[config.mk]
export PLATFORM = sky130hd
export DESIGN_NAME = max6675_temp_reader
export DESIGN_NICKNAME = d
export VERILOG_FILES = /design/src/rtl/max6675_temp_reader.sv
export SDC_FILE = /design/constraint.sdc
export NUM_CORES = 1
export LEC_CHECK = 0
export CORE_AREA = 4 4 115 117
export CTS_CLUSTER_DIAMETER = 50
export DETAILED_ROUTE_END_ITERATION = 10
export DIE_AREA = 0 0 119 121
export PLACE_DENSITY = 0.7
export SLEW_MARGIN = 20
export SYNTH_ARGS = -nofsm -noshare
export SYNTH_HDL_FRONTEND = slang
export SYNTH_SLANG_ARGS = --single-unit
[constraint.sdc]
create_clock -name clk -period 2.2 [get_ports clk]
set_input_delay 0.44 -clock clk [delete_from_list [all_inputs] [get_ports clk]]
set_output_delay 0.44 -clock clk [all_outputs]
set_load 0.005 [all_outputs]
[src/rtl/max6675_temp_reader.sv]
// MAX6675 thermocouple reader: periodic or triggered 16-bit SPI read,
// converted to saturated 8-bit degC and degF values for the display stage.
module max6675_temp_reader #(
   parameter int unsigned CLK_DIV       = 25,
   parameter int unsigned SAMPLE_PERIOD = 6250000,
   parameter int unsigned CNT_W         = 23
) (
   input  logic       clk,
   input  logic       rst,
   input  logic       trig,
   input  logic       spi_miso,
   output logic       spi_sck,
   output logic       spi_cs_n,
   output logic [7:0] temp_c,
   output logic [7:0] temp_f,
   output logic       open_tc,
   output logic       valid,
   output logic       busy
);

   localparam int unsigned DIV_W  = (CLK_DIV > 1) ? $clog2(CLK_DIV) : 1;
   localparam int unsigned DIVISOR = 20;

   typedef enum logic [2:0] {
      IDLE,
      CS_SETUP,
      SHIFT,
      CS_HOLD,
      CONVERT,
      UPDATE
   } state_t;

   state_t           state, state_d;
   logic [CNT_W-1:0] period_cnt, period_cnt_d;
   logic [DIV_W-1:0] div_cnt, div_cnt_d;
   logic [4:0]       half_cnt, half_cnt_d;
   logic [4:0]       conv_cnt, conv_cnt_d;
   logic [15:0]      shift_reg, shift_reg_d;
   logic [15:0]      dvd, dvd_d;
   logic [4:0]       rem, rem_d;
   logic             sck_d, cs_n_d, open_tc_d, valid_d, busy_d;
   logic [7:0]       temp_c_d, temp_f_d;

   // Conversion datapath derived from the captured frame and divider state
   logic [11:0] raw;
   logic [15:0] raw_x9;
   logic [9:0]  c_full;
   logic [15:0] f_full;
   logic [7:0]  c_sat, f_sat;
   logic [5:0]  trial;
   logic        div_last;
   logic        unused_bits;

   assign raw         = shift_reg[14:3];
   assign raw_x9      = {1'b0, raw, 3'b000} + {4'b0000, raw};
   assign c_full      = raw[11:2];
   assign f_full      = dvd + 16'd32;
   assign c_sat       = (c_full > 10'd255) ? 8'd255 : c_full[7:0];
   assign f_sat       = (f_full > 16'd255) ? 8'd255 : f_full[7:0];
   assign trial       = {rem, dvd[15]};
   assign div_last    = (div_cnt == DIV_W'(CLK_DIV - 1));
   assign unused_bits = ^{shift_reg[15], shift_reg[1:0]};

   // State and datapath registers with synchronous reset
   always_ff @(posedge clk) begin
      if (rst) begin
         state      <= IDLE;
         period_cnt <= '0;
         div_cnt    <= '0;
         half_cnt   <= '0;
         conv_cnt   <= '0;
         shift_reg  <= '0;
         dvd        <= '0;
         rem        <= '0;
         spi_sck    <= 1'b0;
         spi_cs_n   <= 1'b1;
         temp_c     <= 8'd0;
         temp_f     <= 8'd32;
         open_tc    <= 1'b0;
         valid      <= 1'b0;
         busy       <= 1'b0;
      end else begin
         state      <= state_d;
         period_cnt <= period_cnt_d;
         div_cnt    <= div_cnt_d;
         half_cnt   <= half_cnt_d;
         conv_cnt   <= conv_cnt_d;
         shift_reg  <= shift_reg_d;
         dvd        <= dvd_d;
         rem        <= rem_d;
         spi_sck    <= sck_d;
         spi_cs_n   <= cs_n_d;
         temp_c     <= temp_c_d;
         temp_f     <= temp_f_d;
         open_tc    <= open_tc_d;
         valid      <= valid_d;
         busy       <= busy_d;
      end
   end

   // Next-state, sequencing and next-output logic
   always_comb begin
      state_d      = state;
      period_cnt_d = '0;
      div_cnt_d    = div_cnt;
      half_cnt_d   = half_cnt;
      conv_cnt_d   = conv_cnt;
      shift_reg_d  = shift_reg;
      dvd_d        = dvd;
      rem_d        = rem;
      sck_d        = 1'b0;
      temp_c_d     = temp_c;
      temp_f_d     = temp_f;
      open_tc_d    = open_tc;

      case (state)
         IDLE: begin
            period_cnt_d = period_cnt + CNT_W'(1);
            if (trig || (period_cnt == CNT_W'(SAMPLE_PERIOD - 1))) begin
               state_d      = CS_SETUP;
               period_cnt_d = '0;
               div_cnt_d    = '0;
            end
         end
         CS_SETUP: begin
            if (div_last) begin
               div_cnt_d  = '0;
               half_cnt_d = '0;
               state_d    = SHIFT;
            end else begin
               div_cnt_d = div_cnt + DIV_W'(1);
            end
         end
         SHIFT: begin
            sck_d = spi_sck;
            if (div_last) begin
               div_cnt_d  = '0;
               half_cnt_d = half_cnt + 5'd1;
               if (!half_cnt[0]) begin
                  // low phase ends: raise SCK and capture SO on this edge
                  sck_d       = 1'b1;
                  shift_reg_d = {shift_reg[14:0], spi_miso};
               end else begin
                  sck_d = 1'b0;
                  if (half_cnt == 5'd31) begin
                     state_d = CS_HOLD;
                  end
               end
            end else begin
               div_cnt_d = div_cnt + DIV_W'(1);
            end
         end
         CS_HOLD: begin
            if (div_last) begin
               div_cnt_d  = '0;
               conv_cnt_d = '0;
               state_d    = CONVERT;
            end else begin
               div_cnt_d = div_cnt + DIV_W'(1);
            end
         end
         CONVERT: begin
            conv_cnt_d = conv_cnt + 5'd1;
            if (conv_cnt == 5'd0) begin
               dvd_d = raw_x9;
               rem_d = '0;
            end else if (conv_cnt <= 5'd16) begin
               // one restoring-division step by 20; quotient shifts into dvd
               if (trial >= 6'(DIVISOR)) begin
                  rem_d = 5'(trial - 6'(DIVISOR));
                  dvd_d = {dvd[14:0], 1'b1};
               end else begin
                  rem_d = trial[4:0];
                  dvd_d = {dvd[14:0], 1'b0};
               end
            end else begin
               state_d    = UPDATE;
               conv_cnt_d = '0;
               if (!shift_reg[2]) begin
                  temp_c_d  = c_sat;
                  temp_f_d  = f_sat;
                  open_tc_d = 1'b0;
               end else begin
                  open_tc_d = 1'b1;
               end
            end
         end
         UPDATE: begin
            state_d = IDLE;
         end
         default: begin
            state_d = IDLE;
         end
      endcase

      cs_n_d  = !((state_d == CS_SETUP) || (state_d == SHIFT) || (state_d == CS_HOLD));
      valid_d = (state_d == UPDATE);
      busy_d  = (state_d != IDLE);
   end

endmodule

* After elaboration in Yosys (flattened, before gate mapping)
Index checks and enable logic that the tools add are counted.
Widths: inputs -> output; s select.
** Storage, ports and cells
- Bits in registers :: 98
- Bits of input ports :: 4
** Operators by class
- Add/sub/neg operators :: 7
- Magnitude comparators :: 4
- Equality and inequality tests :: 15
- Muxes and demuxes :: 28
- Bitwise gates (word level) :: 6
- Reductions and logical operators :: 21
** Operators by type and width (number)
- $mux 5 :: 9
- $mux 16 :: 2
- $pmux 5 s2 :: 3
- $mux 3 :: 8
- $add 23x1->23 const B :: 1
- $eq 23x23->1 const B :: 1
- $add 15x12->16 :: 1
- $add 16x6->16 const B :: 1
- $gt 16x8->1 const B :: 1
- $mux 8 :: 2
- $add 5x1->5 const B :: 3
- $pmux 3 s5 :: 1
- $eq 3x2->1 const B :: 4
- $eq 5x5->1 const B :: 2
- $gt 10x8->1 const B :: 1
- $reduce_and 3->1 :: 3
- $ne 2x2->1 const B :: 4
- $reduce_bool 2->1 :: 4
- $eq 3x1->1 const B :: 2
- $eq 3x3->1 const B :: 2
- $ge 6x5->1 const B :: 1
- $not 1->1 :: 6
- $reduce_and 2->1 :: 3
- $reduce_or 3->1 :: 2
- other kinds (10) :: 14

* Depth between registers and ports, before layout
Gate-level depths: netlist (run 1).
- Word-level depth :: 9
- Mapped depth :: 10

* Worst setup path before layout (run 1)
Ideal clock, no wire load.
- Path type :: register to register
- Start point :: register shift_reg[6]
- End point :: register dvd[13]
- Setup time :: 0.086 ns
- Data arrival time :: 2.030 ns
- Slack :: 0.084 ns
- Cell stages (with the launch flop) :: 10
- Path buffers :: 0
- Cell sequence :: dfxtp_1 > ha_1 > inv_1 > fa_1 > nand2b_1 > a21oi_1 > nor4_1 > o31ai_1 > xnor2_1 > a211oi_1
** On the way
- Cells in the longest elaborated chain, start to end :: 2
** RTL lines
- start, declared :: RTL line 38 : logic [15:0] shift_reg, shift_reg_d;
- start signal, assigned :: RTL line 88 : shift_reg <= shift_reg_d;
- $add 15x12->16 :: RTL line 55 : assign raw_x9 = {1'b0, raw, 3'b000} + {4'b0000, raw};
- $mux 16 :: RTL line 164 : if (conv_cnt == 5'd0) begin
- end signal, assigned :: RTL line 89 : dvd <= dvd_d;
- end, declared :: RTL line 39 : logic [15:0] dvd, dvd_d;
No other way between the ends.
A chain may end at the register's enable or synchronous reset.

* Worst setup path after layout (run 1)
- Start point :: register shift_reg[7]
- End point :: register dvd[10]
Same word-level chain as after synthesis.

==> PnR_summary.wiki, run 1 <==
{| class="wikitable"
! Metric !! Value
|-
| Post-synth design cell area || 4832 um2
|-
| HPWL Detailed || between 7000 and 8000 um
|-
| Compound-gate portion of the synthesized area || 15.35%
|-
| Critical path capture point type || register
|-
| Max-cap violations || 0
|-
| # port buffers || 24
|-
| Post-route DRC || 0
|-
| Relative slew slack || 67.23%
|-
| Final setup violating endpoints || 1
|-
| Worst clock skew on the final layout || 10.43 ps
|-
| Actual transition at the worst max-transition pin || 486.3 ps
|-
| Area share of the largest cell type after synthesis || 40.60%
|-
| Worst Setup Start Kind || register
|-
| Peak supply drop || 293.6 uV
|-
| Core area || 12,360 um2
|-
| Worst-Skew Late Latency || 340 ps
|-
| CP max stage delay || 330 ps
|-
| Proportion of synthesized chip area in sequential cells || 40.60%
|-
| Number of hold buffers added after cts || 0
|-
| Cell type with the largest total area after synthesis || dfxtp_1
|-
| # placed instances || 772
|-
| Fraction of synthesized area in multiplexers || 3.962%
|-
| Post-synthesis average cell area || 8.331 um2
|-
| IO Pins || 25
|-
| Crit-path cells || ha_1, a211oi_1, nor2_1, o31ai_1, buf_4, a21oi_1, xnor2_1, a2111oi_0
|-
| Period utilization || 100.5%
|-
| Warnings, synthesis || 0
|-
| Max frequency || 452.1 MHz
|-
| TritonCTS sink count || approximately 100
|-
| Final core area utilization || 46.50%
|-
| Slack of the worst reg-to-reg path || -10 ps
|-
| Detailed-route wire length || 10,360 um
|-
| Number of instances in the synthesized netlist || 580
|-
| Row Count || 41
|-
| Hold violation count in the final report || 0
|-
| Static leakage power || 2.005 nW
|-
| Min Clock Period, post-route || about 2200 ps
|-
| Clk slew on worst S/H paths || 60 ps
|-
| Maximum number of pins on one net before global-route repair || 37
|-
| Number of flops mapped to enable cells by yosys || 0
|-
| Horizontal die dimension || 119 um
|-
| Max H-tree Level || 3
|-
| Leading post-synthesis cells by cell area || dfxtp_1 (41%), nor2_1 (9.6%), ha_1 (4.9%), mux2i_1 (3.7%), a211oi_1 (3.4%)
|-
| Maximum net fanout on the critical path || 4
|-
| Final critical-path setup slack || -11.75 ps
|-
| Global Route Usage Sum || 14.87%
|-
| Req. time, crit path || approximately 2400 ps
|-
| Vertical die dimension || 121 um
|-
| Synth-to-Final Area Change || 18.98%
|-
| Fraction of final layout cells sized beyond drive strength 1 || roughly 12%
|-
| XOR/XNOR share of the synthesized area || 5.256%
|-
| Violated checks || negative setup slack
|-
| Count of pins over their slew limit || 0
|-
| CTS tree || done
|-
| Worst hold slack across all endpoints || 454.8 ps
|-
| Post-DR vias/cell || 5.262
|-
| Simple-gate area share of the yosys netlist || ~25%
|-
| Routed length per placed instance || approximately 13 um
|-
| Kind of critical path || register to register
|-
| Post-synthesis register bit count || 98
|-
| Power density of the placed cells || 577.1 nW/um2
|-
| Hold crit path type || register to register
|-
| Violation count after the first detailed-route iteration || 194
|-
| Largest buffer count on any clock path || 2
|-
| Share of synthesized flip-flops with an asynchronous set or reset || 0%
|-
| Global-route wire length before repair || 17,990 um
|-
| Number of buffers created by CTS || 9
|-
| Total number of vias || between 4,000 and 5,000
|-
| Prevailing post-synth register cell || dfxtp_1
|-
| Run status || complete, but fails checks
|-
| Initial antenna violation count || 0
|-
| Number of global-route vias before repair || 3,951
|-
| Count of different cell masters after synthesis || 58
|-
| Number of iterations in the first detailed-routing pass || 4
|-
| Routability-driven placement congestion ratio || 0.8585
|-
| Final global-route overflow total || 0
|-
| Largest family of logic cells by synthesized area || simple AND/OR/NAND/NOR gates
|-
| Area enclosed by the die boundary || 14,400 um2
|-
| Number of antenna-violating nets in the routed design || 0
|-
| Max FFs per register || 23
|-
| Mapped Nets || 604
|-
| Slowest cell on crit path || dfxtp_1
|-
| Final cell count without fillers || 790
|-
| Diodes inserted || 0
|-
| Initial Util || 39.09%
|-
| Critical path data arrival time || 2430 ps
|-
| Clock root cell || clkbuf_16
|-
| Final #Nets || 637
|-
| Arithmetic-cell share of the synthesized area counting full adders, half adders and majority gates || 5.334%
|}
==> final cells by class <==
| cell class | count | area (um2) |
|---|---|---|
| timing repair buffer | 53 | 478.0 |
| clock inverter | 5 | 38.79 |
| multi-input combinational | 432 | 2749 |
| tap | 172 | 215.2 |
| fill | 1174 | 6614 |
| clock buffer | 11 | 232.7 |
| sequential | 98 | 1964 |
| inverter | 19 | 71.32 |
==> cells by family after synthesis <==
family                     count (synthesis)
DFF                                       98
buffers and inverters                     50
AOI/OAI and AO/OA                        112
adders and majority gates                 20
xor gates and xnor gates                  29
muxes                                     19
and+or+nand+nor                          252
==> layer usage <==
| metal | global-route usage (%) | up-vias | wire length [um] |
|---|---|---|---|
| met1 | 18.64 | 1970 | 4621 |
| li1 | - | 2110 | - |
| met5 | 0 | - | 0 |
| met3 | 2.890 | 20 | 330 |
| met4 | 6.734 | 0 | 202 |
| met2 | 24.76 | 57 | 5207 |
==> cell usage in the layout, fill, tap and decap left out, types with 3 or more instances in the layout <==
cell             netlist  final
nor2_1               124    124
dfxtp_1               98     96
nand2_1               37     36
buf_4                  0     27
nand3_1               24     24
clkdlybuf4s50_1        0     23
a21oi_1               23     22
a211oi_1              22     21
o21ai_0               21     20
inv_1                 19     19
xnor2_1               18     18
mux2i_1               18     18
ha_1                  19     16
nor3_1                13     13
xor2_1                11     11
nand4_1               10     10
clkbuf_16              0      9
nand2b_1               8      7
a22oi_1                6      6
o22ai_1                5      5
o31ai_1                5      5
and3_1                 4      4
a311oi_1               5      4
or3_1                  4      4
nor4_1                 5      3
a41oi_1                3      3
a31oi_1                5      3
and4_1                 3      3
==> critical path: cells and delay by family, from the launching register on <==
| family | cells | cell delay, ps |
|---|---|---|
| xor gates and xnor gates | 1 | 150 |
| buffers and inverters | 1 | 200 |
| AOI/OAI and AO/OA | 4 | 970 |
| DFF | 1 | 330 |
| and+or+nand+nor | 1 | 130 |
| adders and majority gates | 1 | 320 |
==> Yosys cell counts (8+ instances only) <==
cell	count
nand4_1	10
ha_1	19
mux2i_1	18
dfxtp_1	98
nand2_1	37
o21ai_0	21
a21oi_1	23
xnor2_1	18
clkbuf_1	16
xor2_1	11
inv_1	19
nor2_1	124
nand3_1	24
nor3_1	13
a211oi_1	22
buf_2	11
nand2b_1	8
==> metrics by stage <==
step / setup slack, ps / area (um2) / TNS, ps / power, mW
floorplan: 84.10 / 4832 / 0 / 1.885
global placement: 103.9 / 5358 / 0 / 1.915
detailed placement: 30.45 / 5358 / 0 / 1.919
CTS: 8.179 / 5633 / 0 / 3.356
global route: -116.7 / 5749 / -234.8 / 3.459
finish: -11.75 / 5749 / -11.75 / 3.318
==> report_power, final <==
part | leakage [nW] | internal, mW | total (mW) | switching, mW
sequential | 0.791 | 1.78 | 1.79 | 0.00815
combinational | 1.08 | 0.0319 | 0.0877 | 0.0558
clock | 0.130 | 0.773 | 1.44 | 0.667
total | 2.00 | 2.59 | 3.32 | 0.731
==> timing repair <==
action                                 in CTS  in global routing
endpoints found under the hold margin       0                  0
buffers inserted                            0                  2
pin swaps                                   1                  5
cloned                                      0                  0
setup endpoints to repair                   1                 13
resized for setup                           1                 21
==> final timing paths <==
kind | startpoint | endpoint | depth (start not counted)
setup / recovery | shift_reg[7]$_SDFFE_PP0P_ | dvd[10]$_SDFFE_PP0P_ | 8
setup reg to reg | shift_reg[7]$_SDFFE_PP0P_ | dvd[10]$_SDFFE_PP0P_ | 8
hold / removal | period_cnt[0]$_SDFF_PP0_ | period_cnt[0]$_SDFF_PP0_ | 1
hold reg to reg | period_cnt[0]$_SDFF_PP0_ | period_cnt[0]$_SDFF_PP0_ | 1
(Power assumes the default switching activity.)
==> run 2, diff against run 1 <==
Settings changed: RECOVER_POWER from default to 50.
==> run 2 against run 1 <==
Against the previous run: the run still ends with negative setup slack left; register-to-register slack about the same; total power about the same; flip-flop and latch count unchanged; clock skew about the same; first-iteration DRC count increased by 4.6%; combinational power decreased by 4.8%; highest routed layer unchanged; global-route usage unchanged.
==> PnR_summary.wiki, run 2 (synthesized netlist as in run 1, its figures left out) <==
{| class="wikitable"
! Metric !! Value
|-
| Run status || complete, but fails checks
|-
| Violated checks || negative setup slack
|-
| Worst clock skew on the final layout || 10.34 ps (-0.08840 ps)
|-
| Actual transition at the worst max-transition pin || 486.3 ps (-0.0006557 ps)
|-
| Global Route Usage Sum || 14.87% (unchanged)
|-
| Global-route wire length before repair || 17,990 um (unchanged)
|-
| Crit-path cells || ha_1, a211oi_1, nor2_1, o31ai_1, buf_4, a21oi_1, xnor2_1, a2111oi_0
|-
| Net switching power || 0.7370 mW (+0.86%)
|-
| Max frequency || 452.3 MHz (about the same)
|-
| Largest buffer count on any clock path || 2 (unchanged)
|-
| TritonCTS sink count || 98 (unchanged)
|-
| CTS tree || done
|-
| Relative slew slack || 67.23% (unchanged)
|-
| # port buffers || 24 (unchanged)
|-
| Final setup violating endpoints || 1 (unchanged)
|-
| Vertical die dimension || 121 um (unchanged)
|-
| Maximum number of pins on one net before global-route repair || 37 (unchanged)
|-
| Period utilization || 100.5% (about the same)
|-
| HPWL Detailed || 7312 um (unchanged)
|-
| Area enclosed by the die boundary || 14,400 um2 (unchanged)
|-
| Final critical-path setup slack || -10.78 ps (+0.9735 ps)
|-
| Number of antenna-violating nets in the routed design || 0 (unchanged)
|-
| Routed length per placed instance || 13.16 um (+0.37%)
|-
| Hold crit path type || register to register
|-
| Clock power share || 43.6% (+0.2 points)
|-
| Max FFs per register || 23 (unchanged)
|-
| Final global-route overflow total || 0 (unchanged)
|-
| Hold violation count in the final report || 0 (unchanged)
|-
| Switching part of the total power || 22.20% (+0.17 points)
|-
| Fraction of final layout cells sized beyond drive strength 1 || 11.81% (-0.32 points)
|-
| Horizontal die dimension || 119 um (unchanged)
|-
| Final #Nets || 637 (unchanged)
|-
| Min Clock Period, post-route || 2211 ps (-0.9735 ps)
|-
| Static leakage power || 2.052 nW (+2.4%)
|-
| Kind of critical path || register to register
|-
| Clk slew on worst S/H paths || 60 ps (about the same)
|-
| Critical path data arrival time || 2430 ps (about the same)
|-
| Post-DR vias/cell || 5.256 (-0.12%)
|-
| CP max stage delay || 340 ps (about the same)
|-
| Maximum net fanout on the critical path || 4 (unchanged)
|-
| Max-cap violations || 0 (unchanged)
|-
| Relative contribution of sequential cells to total power || 53.9% (about the same)
|-
| Worst-Skew Late Latency || 340 ps (about the same)
|-
| Req. time, crit path || 2420 ps (about the same)
|-
| Endpoint of the most critical setup path || dvd[10]$_SDFFE_PP0P_
|-
| Number of global-route vias before repair || 3,951 (unchanged)
|-
| Total number of vias || 4,152 (-0.12%)
|-
| Critical path origin || shift_reg[7]$_SDFFE_PP0P_
|-
| Placement Setup Slack || 30.45 ps (unchanged)
|-
| IO Pins || 25 (unchanged)
|-
| Detailed-route wire length || 10,400 um (+0.37%)
|-
| Commonest cells after routing, fill and taps aside || nor2_1 (124), dfxtp_1 (96), nand2_1 (36)
|-
| Violation count after the first detailed-route iteration || 203 (+4.6%)
|-
| Initial Util || 39.09% (unchanged)
|-
| Number of hold buffers added after cts || 0 (unchanged)
|-
| Diodes inserted || 0 (unchanged)
|-
| Filler cell count in the final layout || 1,175 (+0.085%)
|-
| Critical path capture point type || register
|-
| Row Count || 41 (unchanged)
|-
| FF-to-FF path depth || 8 (unchanged)
|-
| Internal power || 2.583 mW (-0.15%)
|-
| Synth-to-Final Area Change || 18.57%
|-
| Number of buffers created by CTS || 9 (unchanged)
|-
| Beginning of the worst hold path || period_cnt[0]$_SDFF_PP0_
|-
| Power share of the combinational group || 2.5% (about the same)
|-
| Worst Setup Start Kind || register
|-
| Slowest cell on crit path || a2111oi_0
|-
| Max H-tree Level || 3 (unchanged)
|-
| Post-route cell area || 5729 um2 (-0.35%)
|-
| Area after DPL || 5358 um2 (unchanged)
|-
| Count of pins over their slew limit || 0 (unchanged)
|-
| Routability-driven placement congestion ratio || 0.8585 (unchanged)
|-
| Clock root cell || clkbuf_16
|-
| Commonest non-fill, non-tap cell in the layout || nor2_1
|-
| Endpoint of the most critical register-to-register path || dvd[10]$_SDFFE_PP0P_
|-
| Initial antenna violation count || 0 (unchanged)
|-
| Number of iterations in the first detailed-routing pass || 4 (unchanged)
|-
| Core area || 12,360 um2 (unchanged)
|-
| Post-route DRC || 0 (unchanged)
|-
| RR Startpoint || shift_reg[7]$_SDFFE_PP0P_
|-
| Peak supply drop || 294.7 uV (+0.38%)
|-
| Slack of the worst reg-to-reg path || -10 ps (about the same)
|-
| Power density of the placed cells || 579.5 nW/um2 (+0.42%)
|}
run 2: changes by cell type in the layout (fill, tap and decap cells not counted):
| cell | change |
|---|---|
| clkbuf_4 | +1 |
| clkdlybuf4s50_1 | -21 |
| buf_4 | -2 |
| buf_12 | -1 |
| dlygate4sd3_1 | +21 |
| clkbuf_1 | +2 |
run 2: layer usage:
metal / global-route usage [%] / routed length (um) / up-vias
met1: 18.64 / 4755 / 1970
met2: 24.76 / 5151 / 52
met3: 2.890 / 285 / 20
li1: - / - / 2110
met5: 0 / 0 / -
met4: 6.734 / 208 / 0
run 2: critical path, delay by kind of cell (launching register included):
family | cells | cell delay [ps]
AOI/OAI and AO/OA | 4 | 980
xor gates and xnor gates | 1 | 150
adders and majority gates | 1 | 320
buffers and inverters | 1 | 190
DFF | 1 | 330
and+or+nand+nor | 1 | 130
run 2: power groups by stage:
stage | Combinational (mW) | Clock (mW) | Sequential (mW)
floorplan | 0.0562 | 0 | 1.83
global placement | 0.0855 | 0 | 1.83
detailed placement | 0.0885 | 0 | 1.83
CTS | 0.0886 | 1.48 | 1.79
global route | 0.0936 | 1.57 | 1.79
finish | 0.0835 | 1.45 | 1.79
run 2: cell type report:
cell class,count,area [um2],area share [%]
clock buffer,11,232.7,4.062
timing repair buffer,53,457.9,7.993
multi-input combinational,432,2749,47.98
tap,172,215.2,3.756
inverter,19,71.32,1.245
sequential,98,1964,34.29
clock inverter,5,38.79,0.6770
run 2: how the worst min path moves through the flow:
stage	endpoint	cells after the start
global placement	period_cnt[0]$_SDFF_PP0_	1
floorplan	period_cnt[0]$_SDFF_PP0_	1
finish	period_cnt[0]$_SDFF_PP0_	1
detailed placement	period_cnt[0]$_SDFF_PP0_	1
CTS	period_cnt[0]$_SDFF_PP0_	1
global route	shift_reg[0]$_SDFFE_PP0P_	2
run 2: repair_timing:
item | CTS | global route
setup buffers | 0 | 2
resized for setup | 1 | 21
gates cloned | 0 | 0
pin swaps | 1 | 5
endpoints found under the setup margin | 1 | 13
endpoints found under the hold margin | 0 | 0
run 2: metrics by stage:
step	hold slack (ps)	instances	TNS (ps)	utilization (%)	power, mW
after global routing	479.8	790	-234.8	46.34	3.455
after CTS	457.3	788	0	45.56	3.356
after detailed placement	441.6	772	0	43.34	1.919
after floorplan	417.6	580	0	-	1.885
after global placement	429.1	772	0	43.34	1.915
final	454.9	790	-10.78	46.34	3.320
==> run 3, diff against run 2 <==
Settings changed: CORE_AREA 4 4 115 117 to 4 4 109 111, DIE_AREA 0 0 119 121 to 0 0 113 115, PLACE_DENSITY 0.7 to 0.75, SKIP_LAST_GASP from default to 1.
==> run 3 against run 2 <==
Against the previous run: the run now ends clean; non-clock buffer count shrank 4; clock power shrank 17%; global-route usage grew 1.8 points; via count grew 0.84%; largest cell class unchanged; setup slack gained 93 ps; critical path depth is the same; routed wire length grew 2.1%.
==> PnR_summary.wiki, run 3 (synthesized netlist as in run 1, its figures left out) <==
{| class="wikitable"
! Metric !! Value
|-
| Final #Nets || 633 (-0.63%)
|-
| Final setup violating endpoints || 0 (-1)
|-
| Relative contribution of sequential cells to total power || 58.2% (+4.3 points)
|-
| Hold violation count in the final report || 0 (unchanged)
|-
| Power share of the combinational group || 2.8% (+0.3 points)
|-
| Max FFs per register || 23 (unchanged)
|-
| IO Pins || 25 (unchanged)
|-
| Number of global-route vias before repair || 3,945 (-0.15%)
|-
| Kind of critical path || register to register
|-
| FF-to-FF path depth || 8 (unchanged)
|-
| Diodes inserted || 0 (unchanged)
|-
| Initial antenna violation count || 0 (unchanged)
|-
| Post-DR vias/cell || 5.553 (+5.7%)
|-
| Placement Setup Slack || -37.86 ps (-68.31 ps)
|-
| Global Route Usage Sum || 16.66% (+1.8 points)
|-
| Final global-route overflow total || 0 (unchanged)
|-
| Static leakage power || 2.034 nW (-0.88%)
|-
| Critical path origin || div_cnt[0]$_SDFFE_PP0P_
|-
| Filler cell count in the final layout || 1,016 (-14%)
|-
| Endpoint of the most critical setup path || busy$_SDFF_PP0_
|-
| Power density of the placed cells || 548.7 nW/um2 (-5.3%)
|-
| Net switching power || 0.7047 mW (-4.4%)
|-
| Initial Util || 44.77% (+5.7 points)
|-
| Relative slew slack || 66.90% (-0.33 points)
|-
| Violation count after the first detailed-route iteration || 240 (+18%)
|-
| Routability-driven placement congestion ratio || 0.9115 (+6.2%)
|-
| Req. time, crit path || 2430 ps (about the same)
|-
| Clock root cell || clkbuf_8
|-
| Fraction of final layout cells sized beyond drive strength 1 || 12.38% (+0.57 points)
|-
| Total number of vias || 4,187 (+0.84%)
|-
| Min Clock Period, post-route || 2118 ps (-93.04 ps)
|-
| Commonest cells after routing, fill and taps aside || nor2_1 (124), dfxtp_1 (93), nand2_1 (36)
|-
| Period utilization || 96.26% (-4.2 points)
|-
| Global-route wire length before repair || 18,020 um (+0.19%)
|-
| RR Startpoint || div_cnt[0]$_SDFFE_PP0P_
|-
| Run status || completed
|-
| Core area || 10,790 um2 (-13%)
|-
| CTS tree || done
|-
| Clk slew on worst S/H paths || 90 ps (+30 ps)
|-
| Max frequency || 472.2 MHz (+4.4%)
|-
| Number of buffers created by CTS || 9 (unchanged)
|-
| Post-route DRC || 0 (unchanged)
|-
| TritonCTS sink count || 98 (unchanged)
|-
| Final critical-path setup slack || 82.26 ps (+93.04 ps)
|-
| RSZ-0062 raised after global routing || true
|-
| Endpoint of the most critical register-to-register path || busy$_SDFF_PP0_
|-
| Maximum number of pins on one net before global-route repair || 37 (unchanged)
|-
| Routed length per placed instance || 14.08 um (+7.0%)
|-
| Worst clock skew on the final layout || 11.71 ps (+1.377 ps)
|-
| Vertical die dimension || 115 um (-5.0%)
|-
| HPWL Detailed || 7612 um (+4.1%)
|-
| Critical path data arrival time || 2350 ps (-80 ps)
|-
| Max-cap violations || 0 (unchanged)
|-
| Slack of the worst reg-to-reg path || 80 ps (+90 ps)
|-
| Max H-tree Level || 3 (unchanged)
|-
| Actual transition at the worst max-transition pin || 494.1 ps (+7.805 ps)
|-
| Row Count || 38 (-7.3%)
|-
| Peak supply drop || 486.9 uV (+65%)
|-
| Count of pins over their slew limit || 0 (unchanged)
|-
| Largest buffer count on any clock path || 2 (unchanged)
|-
| Critical path capture point type || register
|-
| Clock power share || 39.0% (-4.6 points)
|-
| Worst-Skew Late Latency || 380 ps (+40 ps)
|-
| Number of antenna-violating nets in the routed design || 0 (unchanged)
|-
| Worst Setup Start Kind || register
|-
| Sum of negative setup slack || 0 ps (+10.78 ps)
|-
| Switching part of the total power || 22.94% (+0.74 points)
|-
| Commonest non-fill, non-tap cell in the layout || nor2_1
|-
| Area enclosed by the die boundary || 13,000 um2 (-9.8%)
|-
| Synth-to-Final Area Change || 15.87%
|-
| Detailed-route wire length || 10,620 um (+2.1%)
|-
| Internal power || 2.368 mW (-8.3%)
|-
| # port buffers || 24 (unchanged)
|-
| Hold crit path type || register to register
|-
| Number of iterations in the first detailed-routing pass || 5 (+1)
|-
| Horizontal die dimension || 113 um (-5.0%)
|-
| Maximum net fanout on the critical path || 8 (+4)
|}
-- run 3: critical path, cell delays in order (launching register included) --
cell and delay (ps):
dfxtp_1 390, inv_1 90, ha_1 200, and4b_1 300, nand3_1 170, nor2_1 50
or3_1 320, a31oi_2 310, a31oi_1 140
-- run 3: metrics by stage --
step                      area, um2  std cells  hold slack [ps]  util (%)  total power [mW]
after floorplan                4832        580            417.6         -             1.885
after global placement         5295        737            430.0     49.06             1.917
after detailed placement       5295        737            447.2     49.06             1.920
after CTS                      5509        753            460.0     51.04             3.092
after global routing           5599        754            488.7     51.88             3.188
final                          5599        754            459.4     51.88             3.072
-- run 3: layout make-up --
| type | instances | area (um2) | share of cell area [%] |
|---|---|---|---|
| sequential | 98 | 1968 | 35.15 |
| inverter | 19 | 71.32 | 1.274 |
| clock buffer | 10 | 137.6 | 2.458 |
| multi-input combinational | 432 | 2745 | 49.03 |
| tap | 140 | 175.2 | 3.128 |
| timing repair buffer | 49 | 436.7 | 7.799 |
| clock inverter | 6 | 65.06 | 1.162 |
-- run 3: power groups by stage --
stage	Clock (mW)	Combinational, mW	Sequential, mW
after global placement	0	0.0869	1.83
after floorplan	0	0.0562	1.83
final	1.20	0.0875	1.79
after CTS	1.21	0.0905	1.79
after detailed placement	0	0.0900	1.83
after global routing	1.30	0.0958	1.79
-- run 3: what timing repair did --
action                     in CTS  in global routing
hold buffers                    0                  0
gates resized for setup         4                 23
buffers inserted                0                  1
setup endpoints to repair       4                 24
pin swaps                       0                  5
-- run 3: worst min-delay path by stage --
stage                             startpoint                  endpoint  slack [ps]  cells past startpoint
floorplan           period_cnt[0]$_SDFF_PP0_  period_cnt[0]$_SDFF_PP0_         420                      1
CTS                      rem[2]$_SDFFE_PP0P_       rem[2]$_SDFFE_PP0P_         460                      2
detailed placement       rem[2]$_SDFFE_PP0P_       rem[2]$_SDFFE_PP0P_         450                      2
global route                             rst       state[0]$_SDFF_PP0_         490                      2
finish                   rem[2]$_SDFFE_PP0P_       rem[2]$_SDFFE_PP0P_         460                      2
global placement    period_cnt[0]$_SDFF_PP0_  period_cnt[0]$_SDFF_PP0_         430                      1
-- run 3: layer usage --
layer | routed length, um | up-vias | track usage (%)
met4 | 235 | 0 | 7.853
met5 | 0 | - | 0
met1 | 4863 | 1980 | 20.97
met2 | 5125 | 93 | 27.41
li1 | - | 2096 | -
met3 | 395 | 18 | 3.474
